## src/rtl/dsi_lanes_distributor.sv

```systemverilog
// Spreads assembler words byte-by-byte across 1-4 D-PHY data lanes and sequences the HS burst.
// Optional feature macro: DSI_LANES_DISTR_UNDERFLOW_CNT_EN adds the saturating underflow_cnt output.
module dsi_lanes_distributor (
  input  logic        clk_sys,
  input  logic        rst_n,
  input  logic [31:0] iface_write_data,
  input  logic [3:0]  iface_write_strb,
  input  logic        iface_write_rqst,
  input  logic        iface_last_word,
  output logic        iface_data_rqst,
  input  logic [1:0]  lanes_number,
  output logic        hs_request,
  input  logic        hs_ready,
  output logic [31:0] lane_data,
  output logic [3:0]  lane_valid,
  output logic        underflow,
`ifdef DSI_LANES_DISTR_UNDERFLOW_CNT_EN
  output logic [15:0] underflow_cnt,
`endif
  output logic        busy
);

  typedef enum logic [1:0] {
    ST_IDLE    = 2'd0,
    ST_HS_RQST = 2'd1,
    ST_DATA    = 2'd2,
    ST_EOT     = 2'd3
  } state_t;

  // Illegal strobe patterns are treated as a full word.
  function automatic logic [2:0] strb_bytes(input logic [3:0] strb);
    case (strb)
      4'b0000: return 3'd0;
      4'b0001: return 3'd1;
      4'b0011: return 3'd2;
      4'b0111: return 3'd3;
      default: return 3'd4;
    endcase
  endfunction

  function automatic logic [3:0] lane_mask(input logic [2:0] n);
    case (n)
      3'd0:    return 4'b0000;
      3'd1:    return 4'b0001;
      3'd2:    return 4'b0011;
      3'd3:    return 4'b0111;
      default: return 4'b1111;
    endcase
  endfunction

  function automatic logic [31:0] byte_mask(input logic [3:0] m);
    logic [31:0] r;
    for (int i = 0; i < 4; i++) begin
      r[8*i +: 8] = {8{m[i]}};
    end
    return r;
  endfunction

  state_t      state_r;
  state_t      state_next_s;
  logic [1:0]  n_r;
  logic [63:0] buf_r;
  logic [3:0]  count_r;
  logic        last_r;

  logic [3:0]  lanes_s;
  logic [2:0]  pop_s;
  logic [2:0]  push_s;
  logic        data_rqst_s;
  logic        xfer_s;
  logic        underflow_s;
  logic [31:0] push_data_s;
  logic [3:0]  wr_pos_s;
  logic [63:0] buf_next_s;
  logic [3:0]  count_next_s;

  // Buffer keeps bytes packed from byte 0 (oldest); bytes at or above count are always zero.
  always_comb begin
    lanes_s     = {2'b00, n_r} + 4'd1;
    pop_s       = 3'd0;
    underflow_s = 1'b0;
    if (state_r == ST_DATA) begin
      underflow_s = (count_r == 4'd0) && !last_r;
      if (hs_ready) begin
        pop_s = (count_r < lanes_s) ? count_r[2:0] : lanes_s[2:0];
      end else begin
        pop_s = 3'd0;
      end
    end else begin
      pop_s = 3'd0;
    end

    data_rqst_s  = ((state_r == ST_HS_RQST) || (state_r == ST_DATA)) &&
                   (count_r <= 4'd4) && !last_r;
    xfer_s       = iface_write_rqst && data_rqst_s;
    push_s       = xfer_s ? strb_bytes(iface_write_strb) : 3'd0;
    push_data_s  = iface_write_data & byte_mask(lane_mask(push_s));
    wr_pos_s     = count_r - {1'b0, pop_s};
    buf_next_s   = (buf_r >> {pop_s, 3'b000}) | ({32'h0000_0000, push_data_s} << {wr_pos_s, 3'b000});
    count_next_s = count_r + {1'b0, push_s} - {1'b0, pop_s};
  end

  assign iface_data_rqst = data_rqst_s;

  // State register.
  always_ff @(posedge clk_sys or negedge rst_n) begin
    if (!rst_n) begin
      state_r <= ST_IDLE;
    end else begin
      state_r <= state_next_s;
    end
  end

  // Next-state logic for the HS burst sequence.
  always_comb begin
    state_next_s = state_r;
    case (state_r)
      ST_IDLE: begin
        if (iface_write_rqst) state_next_s = ST_HS_RQST;
        else                  state_next_s = ST_IDLE;
      end
      ST_HS_RQST: begin
        if (hs_ready) state_next_s = ST_DATA;
        else          state_next_s = ST_HS_RQST;
      end
      ST_DATA: begin
        if (last_r && (count_r == {1'b0, pop_s})) state_next_s = ST_EOT;
        else                                      state_next_s = ST_DATA;
      end
      ST_EOT: begin
        if (!hs_ready) state_next_s = ST_IDLE;
        else           state_next_s = ST_EOT;
      end
      default: state_next_s = ST_IDLE;
    endcase
  end

  // Holding buffer, byte count, latched lane count and last-word flag.
  always_ff @(posedge clk_sys or negedge rst_n) begin
    if (!rst_n) begin
      n_r     <= 2'd0;
      buf_r   <= 64'h0;
      count_r <= 4'd0;
      last_r  <= 1'b0;
    end else if (state_r == ST_IDLE) begin
      if (iface_write_rqst) begin
        n_r     <= lanes_number;
        buf_r   <= 64'h0;
        count_r <= 4'd0;
        last_r  <= 1'b0;
      end
    end else begin
      buf_r   <= buf_next_s;
      count_r <= count_next_s;
      if (xfer_s && iface_last_word) last_r <= 1'b1;
    end
  end

  // Registered outputs: HS request, busy and the popped lane bytes.
  always_ff @(posedge clk_sys or negedge rst_n) begin
    if (!rst_n) begin
      hs_request <= 1'b0;
      busy       <= 1'b0;
      lane_data  <= 32'h0;
      lane_valid <= 4'b0000;
      underflow  <= 1'b0;
    end else begin
      hs_request <= (state_next_s == ST_HS_RQST) || (state_next_s == ST_DATA);
      busy       <= (state_next_s != ST_IDLE);
      lane_data  <= buf_r[31:0] & byte_mask(lane_mask(pop_s));
      lane_valid <= lane_mask(pop_s);
      underflow  <= underflow_s;
    end
  end

`ifdef DSI_LANES_DISTR_UNDERFLOW_CNT_EN
  // Saturating count of underflow pulses; only reset clears it.
  always_ff @(posedge clk_sys or negedge rst_n) begin
    if (!rst_n) begin
      underflow_cnt <= 16'h0000;
    end else if (underflow_s && (underflow_cnt != 16'hFFFF)) begin
      underflow_cnt <= underflow_cnt + 16'h0001;
    end
  end
`endif

endmodule

```

## config.mk

```make
export PLATFORM = sky130hd
export DESIGN_NAME = dsi_lanes_distributor
export DESIGN_NICKNAME = d
export VERILOG_FILES = /design/src/rtl/dsi_lanes_distributor.sv
export SDC_FILE = /design/constraint.sdc
export NUM_CORES = 1
export LEC_CHECK = 0
export ABC_CLOCK_PERIOD_IN_PS = 8100
export CAP_MARGIN = 20
export CELL_PAD_IN_SITES_DETAIL_PLACEMENT = 1
export CELL_PAD_IN_SITES_GLOBAL_PLACEMENT = 1
export CORE_MARGIN = 3
export CORE_UTILIZATION = 48
export CTS_CLUSTER_DIAMETER = 200
export DETAILED_ROUTE_END_ITERATION = 7
export MAX_ROUTING_LAYER = met4
export PLACE_DENSITY_LB_ADDON = 0.1
export SYNTH_ARGS = -nofsm -noshare
export SYNTH_HDL_FRONTEND = slang
export SYNTH_SLANG_ARGS = --single-unit
```

## constraint.sdc

```tcl
create_clock -name clk_sys -period 8.1 [get_ports clk_sys]
set_input_delay 1.62 -clock clk_sys [delete_from_list [all_inputs] [get_ports clk_sys]]
set_output_delay 1.62 -clock clk_sys [all_outputs]
set_load 0.1 [all_outputs]
```

Word-level counts from Yosys, hierarchy flattened
Cells that the tools add are included.
{ "classes": {"order_cmp": 2, "mux": 20, "shift": 2, "n_reduce_logical": 18, "bitwise_logic": 3, "n_eq_ne": 16, "addsub": 4} }
{ "ops": {"columns": ["operator", "count"], "rows": [
  ["64-bit two-way mux", 2],
  ["32-bit AND", 2],
  ["64-bit bitwise OR", 1],
  ["32-bit by 7-bit left shift with 64-bit output", 1],
  ["64-bit by 6-bit right shift with 64-bit output", 1],
  ["4-bit case mux with 4 select lines", 2],
  ["3-bit by 2-bit == test with 1-bit output, second input constant", 4],
  ["3-bit two-way mux", 4],
  ["3-bit case mux with 4 select lines", 1],
  ["4-bit zero test", 2],
  ["4-bit two-way mux", 2],
  ["2-bit case mux with 4 select lines", 1],
  ["4-bit by 3-bit subtractor with 4-bit output", 2],
  ["2-bit == test, second input constant", 3],
  ["3-bit by 1-bit == test with 1-bit output, second input constant", 2],
  ["1-bit logical AND", 6],
  ["3-bit zero test", 2],
  ["1-bit two-way mux", 6],
  ["4-bit by 3-bit adder with 4-bit output", 1],
  ["2-bit by 1-bit == test with 1-bit output, second input constant", 2],
  ["4-bit by 1-bit == test with 1-bit output, second input constant", 1],
  ["4-bit by 2-bit == test with 1-bit output, second input constant", 1],
  ["4-bit by 3-bit == test with 1-bit output", 1],
  ["4-bit by 3-bit == test with 1-bit output, second input constant", 1],
  ["other kinds (10)", 14]
]} }
{ "word_totals": {"regBits": 112, "word_cells": 75, "input_bits": 43, "output_inout_bits": 40} }

Logic depth before layout (Yosys ltp)
Gate-level depths: netlist (run 1).
{ "depth": {"word_depth": 12, "depth_mapped": 19, "ltp_nobuf": 16} }

Worst setup path after synthesis (run 1)
OpenSTA, ideal clock, no wires.
{ "synth_path": {"path_kind": "in2reg", "from": "input port hs_ready", "to": "register buf_r[34]", "stages": 16, "n_path_buf": 6, "t_arrival_ns": 4.819, "required_time_ns": 8.010, "slack_ns": 3.191, "setup_ns": 0.090, "cell_sequence": "buf_2 -> and2_0 -> clkbuf_1 -> nand4_1 -> o21a_1 -> buf_2 -> buf_2 -> buf_2 -> fa_1 -> clkbuf_1 -> nand2b_1 -> or4_1 -> nor3_2 -> nand2_1 -> a21o_1 -> o221ai_1"} }
{ "synth_between": {"elab_chain_cells": 6, "elab_cells_between_ends": 7, "classes_between": "add/sub (1); shift (2); mux (3); bitwise (1)"} }
{ "synth_rtl": {"columns": ["item", "line", "rtl"], "rows": [
  ["from (decl)", "13", "input logic hs_ready,"],
  ["3-bit two-way mux (*)", "84", "if (hs_ready) begin"],
  ["3-bit two-way mux (*)", "82", "if (state_r == ST_DATA) begin"],
  ["4-bit by 3-bit subtractor with 4-bit output", "98", "wr_pos_s = count_r - {1'b0, pop_s};"],
  ["32-bit by 7-bit left shift with 64-bit output", "99", "buf_next_s = (buf_r >> {pop_s, 3'b000}) | ({32'h0000_0000, push_data_s} << {wr_pos_s, 3'b000});"],
  ["64-bit bitwise OR (*)", "99", null],
  ["64-bit two-way mux (*)", "145", "end else if (state_r == ST_IDLE) begin"],
  ["to (signal assigned)", "153", "buf_r <= buf_next_s;"],
  ["to (decl)", "62", "logic [63:0] buf_r;"]
]} }
Every way passes the cells marked *; elsewhere a longest branch is shown, timed or not.
A chain may end at the register's enable or synchronous reset.

Final worst setup path (run 1)
{ "layout_path": {"from": "input port hs_ready", "to": "register count_r[3]"} }
{ "layout_between": {"elab_chain_cells": 4} }
{ "layout_rtl": {"columns": ["item", "line", "rtl"], "rows": [
  ["3-bit two-way mux", "84", null],
  ["3-bit two-way mux", "82", null],
  ["4-bit by 3-bit subtractor with 4-bit output", "100", "count_next_s = count_r + {1'b0, push_s} - {1'b0, pop_s};"],
  ["4-bit two-way mux", "145", null],
  ["to (signal assigned)", "154", "count_r <= count_next_s;"],
  ["to (decl)", "63", "logic [3:0] count_r;"]
]} }
Every way passes these cells.

==> results of run 1 <==
## flip-flops by register name, indices dropped and copies added (netlist names)
signal and flops:
buf_r 64, busy 1, count_r 4, hs_request 1
lane_data 32, lane_valid 4, last_r 1, n_r 2
state_r 2, underflow 1
## worst max-delay path: cells and delay by family
family                     cells  cell delay (ns)
and+or+nand+nor                3             0.58
buffers and inverters          3             1.28
xor gates and xnor gates       1             0.16
AOI/OAI and AO/OA              4             1.30
adders and majority gates      2             0.97
## cell type report
| cell class | count | share of cell area [%] |
|---|---|---|
| Multi-Input combinational cell | 683 | 52.00 |
| Sequential cell | 112 | 30.07 |
| Timing Repair Buffer | 100 | 10.44 |
| Tap cell | 216 | 2.899 |
| Clock buffer | 9 | 2.416 |
| Inverter | 34 | 1.369 |
| Clock inverter | 7 | 0.8054 |
## stage by stage
stage               instance area [µm²]  hold WS [ns]  cells
floorplan                          8097        0.4647    893
global placement                   8986        0.4981   1143
detailed placement                 8994        0.5120   1144
CTS                                9294        0.5300   1160
global route                       9321        0.5493   1161
finish                             9321        0.5271   1161
## final timing paths
path	from	to	slack, ns
worst max-delay path	hs_ready	count_r[3]	2.41
worst max register to register	n_r[0]	count_r[3]	2.48
worst min-delay path	buf_r[5]	lane_data[5]	0.53
worst min register to register	buf_r[5]	lane_data[5]	0.53
max in group asynchronous	rst_n	buf_r[47]	5.57
min in group asynchronous	rst_n	lane_data[22]	1.32
## layer usage
layer | vias up | wire [µm] | GRT usage [%]
met3 | 74 | 3293 | 6.551
met2 | 515 | 13520 | 49.72
met5 | - | 0 | -
li1 | 3431 | - | -
met1 | 3988 | 13550 | 50.98
met4 | 0 | 818 | 11.76
## synth_stat cells (9+ instances only)
library cell	number	share of area (%)
nand3_1	16	0.99
o21ai_0	26	1.6
a32oi_1	9	0.97
a211o_1	9	0.97
nor2b_1	19	1.5
clkbuf_1	34	1.6
a22oi_1	9	0.83
a221oi_1	20	2.2
nor3_1	19	1.2
mux2i_1	48	5.9
dfrtp_1	112	35
nor2_1	28	1.3
inv_1	31	1.4
nand2_1	150	7.0
ha_1	15	2.3
and2_1	28	2.2
buf_2	16	0.99
and3_1	13	1.0
a221o_1	11	1.4
a31oi_1	27	2.1
mux4_2	13	3.6
a21oi_1	50	3.1
mux2_2	23	3.2
## power groups by stage
stage | logic (mW) | clock network [mW] | registers (mW)
after floorplan | 1.74 | 0 | 1.09
after global placement | 2.52 | 0 | 0.987
after detailed placement | 2.61 | 0 | 1.00
after CTS | 2.62 | 0.458 | 0.993
after global routing | 2.86 | 0.482 | 1.03
final | 2.68 | 0.458 | 1.01
## logic make-up after synthesis
group	after synthesis	share of synthesized area [%]
flops	112	34.62
mux	85	12.89
xor+xnor	5	0.5410
simple gates	311	19.10
compound gates	263	23.97
buf+inv	98	5.579
fa+ha+maj	19	3.307
==> reports/qor.txt, run 1 <==
Max Root-Sink Buffers -> 2
Final period util -> 70.24%
Library cells used by synthesis -> 79
Vias per cell -> 6.898
Crit-path max cell delay -> 0.82 ns
Worst relative slew slack -> 30.91%
GR Overflow Total -> 0
Largest net degree at the start of global routing -> 65
PortBufs -> 82
Hold Crit Depth -> 1
DRT iter0 DRCs -> 1008
Worst Skew -> 0.009466 ns
Sw Ratio -> 54.67%
Number of synthesized register bits -> 112
Die Y -> 135.9 µm
Io pins -> 83
Hold_buf cts -> 0
Cells after synthesis -> 893
Seq pwr share -> 24.3%
Peak supply drop -> 288.2 µV
TritonCTS clock tree -> done
Placer Congestion -> 0.9577
Psw -> 2.269 mW
DIE WIDTH -> 135.9 µm
Most common cell after layout, fill and taps aside -> nand2_1
Via count -> 8008
Max H-tree Level -> 3
Drt pass-1 iters -> 6
Num rows -> 46
Reg clk slew, reported paths -> 0.08 ns
Clk_lat worst skew -> 0.37 ns
Worst path cell trace -> clkdlybuf4s50_1 > and2_0 > nand2_1 > o21a_1 > clkinv_1 > fa_1 > inv_1 > ha_1 > a21oi_1 > xnor2_1 > nor2_1 > o21ai_0 > o21ai_0
Pwr Total -> 4.151 mW
Worst r2r path cells -> 15
Register area -> 2803 µm²
RSZ-0062 raised after global routing -> false
Synthesized cell area -> 8097 µm²
CTS root buffer -> clkbuf_16
P_int -> 1.881 mW
Area Overhead vs Synth -> 15.13%
Starting Density -> 50.06%
Final core occ -> 57.64%
Crit end category -> flop
WP data arrival -> 5.92 ns
Status -> finished, final reports clean
Minimum clock period -> 5.690 ns
Final Hold Viols -> 0
Post-CTS Repair Setup Buffers -> 0
Fmax -> 175.8 MHz
Combinational power share -> 64.6%
Pwr dens -> 445.3 nW/µm²
Total inserted antenna cells -> 0
Post-cts sizing count -> 0
Nets -> 1002
Sequential-to-total area share from yosys stat -> 34.62%
Initial antenna violation count -> 0
Setup ws final -> 2.410 ns
Crit Path Max Fanout -> 20
Fillers -> 1859
Layout cells sized above 1 -> 9.947%
First-pass GRT wire length -> 48.30 mm
Post-Route WL -> 31.18 mm
Most frequent cells in the layout -> nand2_1 (150), dfrtp_1 (112), clkdlybuf4s50_1 (81), a21oi_1 (50), mux2i_1 (48)
Synth warnings -> 0
Synth Net Count -> 955
Tot GR Track Use -> 35.20%
ANT nets after route -> 0
Inserted Clock Buffers -> 9
HP Class -> reg2reg
CP max-delay cell -> o21a_1
Max_cap viols -> 0
Worst Path Class, Setup -> in2reg
Number of global-route vias before repair -> 8063
Clock share of power -> 11.0%
Pins Over Slew Limit -> 0
Crit start category -> input pin
Avg Inst Size Synth -> 9.067 µm²
Most numerous cell on the critical path -> o21ai_0
Setup_tns -> 0 ns
Sink Count -> 112
DRC viols -> 0
Core Region -> 16170 µm²
Number of flops mapped to enable cells by yosys -> 0
Die ar. -> 18460 µm²
Worst-margin pin slew -> 1.036 ns
Post-synth ARST share -> 100.0%
WP data required -> 8.33 ns
Leak Pwr -> 3.982 nW
DP HPWL -> 22.37 mm
Routed len/inst -> 26.86 µm
Final setup violation count -> 0
Setup WS pre-CTS -> 2.164 ns
Area of the multi-input gates -> 4847 µm²
Synth Flop Type -> dfrtp_1
Power figures use the tool's default switching activity.
==> inputs of run 2 (changes only) <==
--- a/config.mk
+++ b/config.mk
@@ -5,12 +5,12 @@
 export SDC_FILE = /design/constraint.sdc
 export NUM_CORES = 1
 export LEC_CHECK = 0
-export ABC_CLOCK_PERIOD_IN_PS = 8100
+export ABC_CLOCK_PERIOD_IN_PS = 5800
 export CAP_MARGIN = 20
 export CELL_PAD_IN_SITES_DETAIL_PLACEMENT = 1
 export CELL_PAD_IN_SITES_GLOBAL_PLACEMENT = 1
 export CORE_MARGIN = 3
-export CORE_UTILIZATION = 48
+export CORE_UTILIZATION = 45
 export CTS_CLUSTER_DIAMETER = 200
 export DETAILED_ROUTE_END_ITERATION = 7
 export MAX_ROUTING_LAYER = met4
==> constraint.sdc (replaced) <==
create_clock -name clk_sys -period 5.8 [get_ports clk_sys]
set_input_delay 1.16 -clock clk_sys [delete_from_list [all_inputs] [get_ports clk_sys]]
set_output_delay 1.16 -clock clk_sys [all_outputs]
set_load 0.1 [all_outputs]
==> run 2 against run 1 <==
  * Setup slack got worse by 1.4 ns
  * First-iteration DRC count decreased by 14%
  * Die area increased by 6.4%
  * Highest routed layer unchanged
==> reports/qor.txt, run 2 (synthesis gave the netlist of run 1 again) <==
Status -> finished, final reports clean
Routed len/inst -> 27.33 µm (+1.8%)
Vias per cell -> 6.873 (-0.35%)
Most common cell after layout, fill and taps aside -> nand2_1
Peak supply drop -> 520.1 µV (+80%)
WP data arrival -> 5.09 ns (-0.83 ns)
Area Overhead vs Synth -> 15.87%
Clk_lat worst skew -> 0.37 ns (about the same)
Final period util -> 83.11%
Die ar. -> 19640 µm² (+6.4%)
Number of global-route vias before repair -> 7853 (-2.6%)
Sink Count -> 112 (unchanged)
Pwr dens -> 629.0 nW/µm² (+41%)
Post-Route WL -> 32.14 mm (+3.1%)
DRC viols -> 0 (unchanged)
Reg clk slew, reported paths -> 0.08 ns (about the same)
Fmax -> 207.5 MHz
Top reg by flops -> buf_r
First-pass GRT wire length -> 48.77 mm (+0.97%)
GR Overflow Total -> 0 (unchanged)
DP HPWL -> 22.89 mm (+2.3%)
TritonCTS clock tree -> done
ANT nets after route -> 0 (unchanged)
DIE WIDTH -> 140.1 µm (+3.1%)
Leak Pwr -> 4.006 nW (+0.61%)
Largest net degree at the start of global routing -> 73 (+12%)
Final Hold Viols -> 0 (unchanged)
Worst relative slew slack -> 30.04% (-0.87 points)
Psw -> 3.195 mW (+41%)
Layout cells sized above 1 -> 10.42% (+0.47 points)
Seq pwr share -> 24.0% (-0.3 points)
Core Region -> 17480 µm² (+8.1%)
Worst-margin pin slew -> 1.038 ns (+0.001721 ns)
Most frequent cells in the layout -> nand2_1 (150), dfrtp_1 (112), clkdlybuf4s50_1 (81), a21oi_1 (50), mux2i_1 (48)
Starting Density -> 46.33% (-3.7 points)
Biggest regs -> buf_r (64), lane_data (32)
Placed cell count -> 1157 (+1.1%)
RSZ-0062 raised after global routing -> false
Minimum clock period -> 4.820 ns
Combinational power share -> 64.4% (-0.2 points)
Crit end category -> flop
Sw Ratio -> 54.16% (-0.51 points)
DRT iter0 DRCs -> 865 (-14%)
Max_cap viols -> 0 (unchanged)
Setup_tns -> 0 ns (unchanged)
Hold_buf cts -> 0 (unchanged)
Max H-tree Level -> 3 (unchanged)
Clock share of power -> 11.6% (+0.6 points)
Worst Skew -> 0.01158 ns (+0.002113 ns)
Num rows -> 48 (+4.3%)
Io pins -> 83 (unchanged)
CTS root buffer -> clkbuf_16
Post-cts sizing count -> 0 (unchanged)
Finished Layout Cells -> 1176 (+1.3%)
PortBufs -> 82 (unchanged)
Tot GR Track Use -> 33.05% (-2.2 points)
Nets -> 1007 (+0.50%)
Final setup violation count -> 0 (unchanged)
Die Y -> 140.1 µm (+3.1%)
Pins Over Slew Limit -> 0 (unchanged)
Drt pass-1 iters -> 5 (-1)
Via count -> 8083 (+0.94%)
HP Class -> reg2reg
Inserted Clock Buffers -> 9 (unchanged)
Crit Path Max Fanout -> 10 (-50%)
WP data required -> 6.07 ns (-2.26 ns)
Crit start category -> flop
Largest register FFs -> 64 (unchanged)
Placer Congestion -> 0.9607 (+0.31%)
Post-CTS Repair Setup Buffers -> 0 (unchanged)
Worst Path Class, Setup -> reg2reg
Initial antenna violation count -> 1 (+1)
P_int -> 2.705 mW (+44%)
Max Root-Sink Buffers -> 2 (unchanged)
[run 2: cell count changes in the layout (fill, tap and decap cells not counted)]
cell / previous run / this run
clkinv_8: 2 / 1
inv_6: 1 / 2
bufinv_16: 0 / 1
buf_16: 1 / 0
buf_4: 18 / 22
clkinvlp_4: 0 / 1
diode_2: 0 / 1
buf_12: 0 / 1
buf_6: 0 / 1
clkinv_4: 2 / 0
[run 2: per-stage QoR]
stage,worst slack [ns],instance area [µm²],total power [mW],utilization (%),hold slack [ns]
after floorplan,1.268,8097,3.949,-,0.4647
after global placement,0.9815,9035,4.950,51.70,0.4828
final,0.9798,9382,5.901,53.68,0.5195
after CTS,1.025,9348,5.772,53.49,0.5179
after global routing,0.6773,9382,6.193,53.68,0.5407
after detailed placement,0.8721,9035,5.074,51.70,0.4865
[run 2: path summary, 6_finish.rpt]
| check | depth (start not counted) | slack (ns) | startpoint | to |
|---|---|---|---|---|
| setup reg to reg | 13 | 0.98 | n_r[0] | buf_r[37] |
| max in group asynchronous | 2 | 3.62 | rst_n | buf_r[51] |
| hold / removal | 1 | 0.52 | buf_r[5] | lane_data[5] |
| setup / recovery | 13 | 0.98 | n_r[0] | buf_r[37] |
| hold reg to reg | 1 | 0.52 | buf_r[5] | lane_data[5] |
| min in group asynchronous | 1 | 0.96 | rst_n | lane_valid[3] |
[run 2: critical path: stages (launching register included)]
cell and delay, ns:
dfrtp_1 0.54, ha_1 0.37, inv_1 0.10, ha_1 0.35, a211o_1 0.38, nor2_2 0.41
o21a_1 0.32, fa_1 0.51, nand2b_1 0.23, or4_1 0.50, nor3_2 0.53, nand2_1 0.11
a21o_1 0.20, o221ai_1 0.17
[run 2: final cells by class]
cell class,count,area [µm²]
fillers,2023,8095
multi-input cells,683,4847
flip-flops and latches,112,2803
repair buffers,105,1007
well taps,225,281.5
clock buffers,9,225.2
inverters,34,127.6
clock inverters,7,87.58
diodes,1,2.502
[run 2: routing by layer]
metal,up-vias,wire (µm),GRT usage (%)
met3,61,3331,6.555
met4,0,696,9.434
met1,4091,14520,48.87
met2,482,13590,46.01
li1,3449,-,-
met5,-,0,-
[run 2: power by group through the flow]
stage / registers, mW / clock network (mW) / logic (mW)
final: 1.42 / 0.686 / 3.80
after floorplan: 1.52 / 0 / 2.43
after global placement: 1.38 / 0 / 3.57
after detailed placement: 1.40 / 0 / 3.67
after CTS: 1.39 / 0.687 / 3.69
after global routing: 1.44 / 0.715 / 4.04
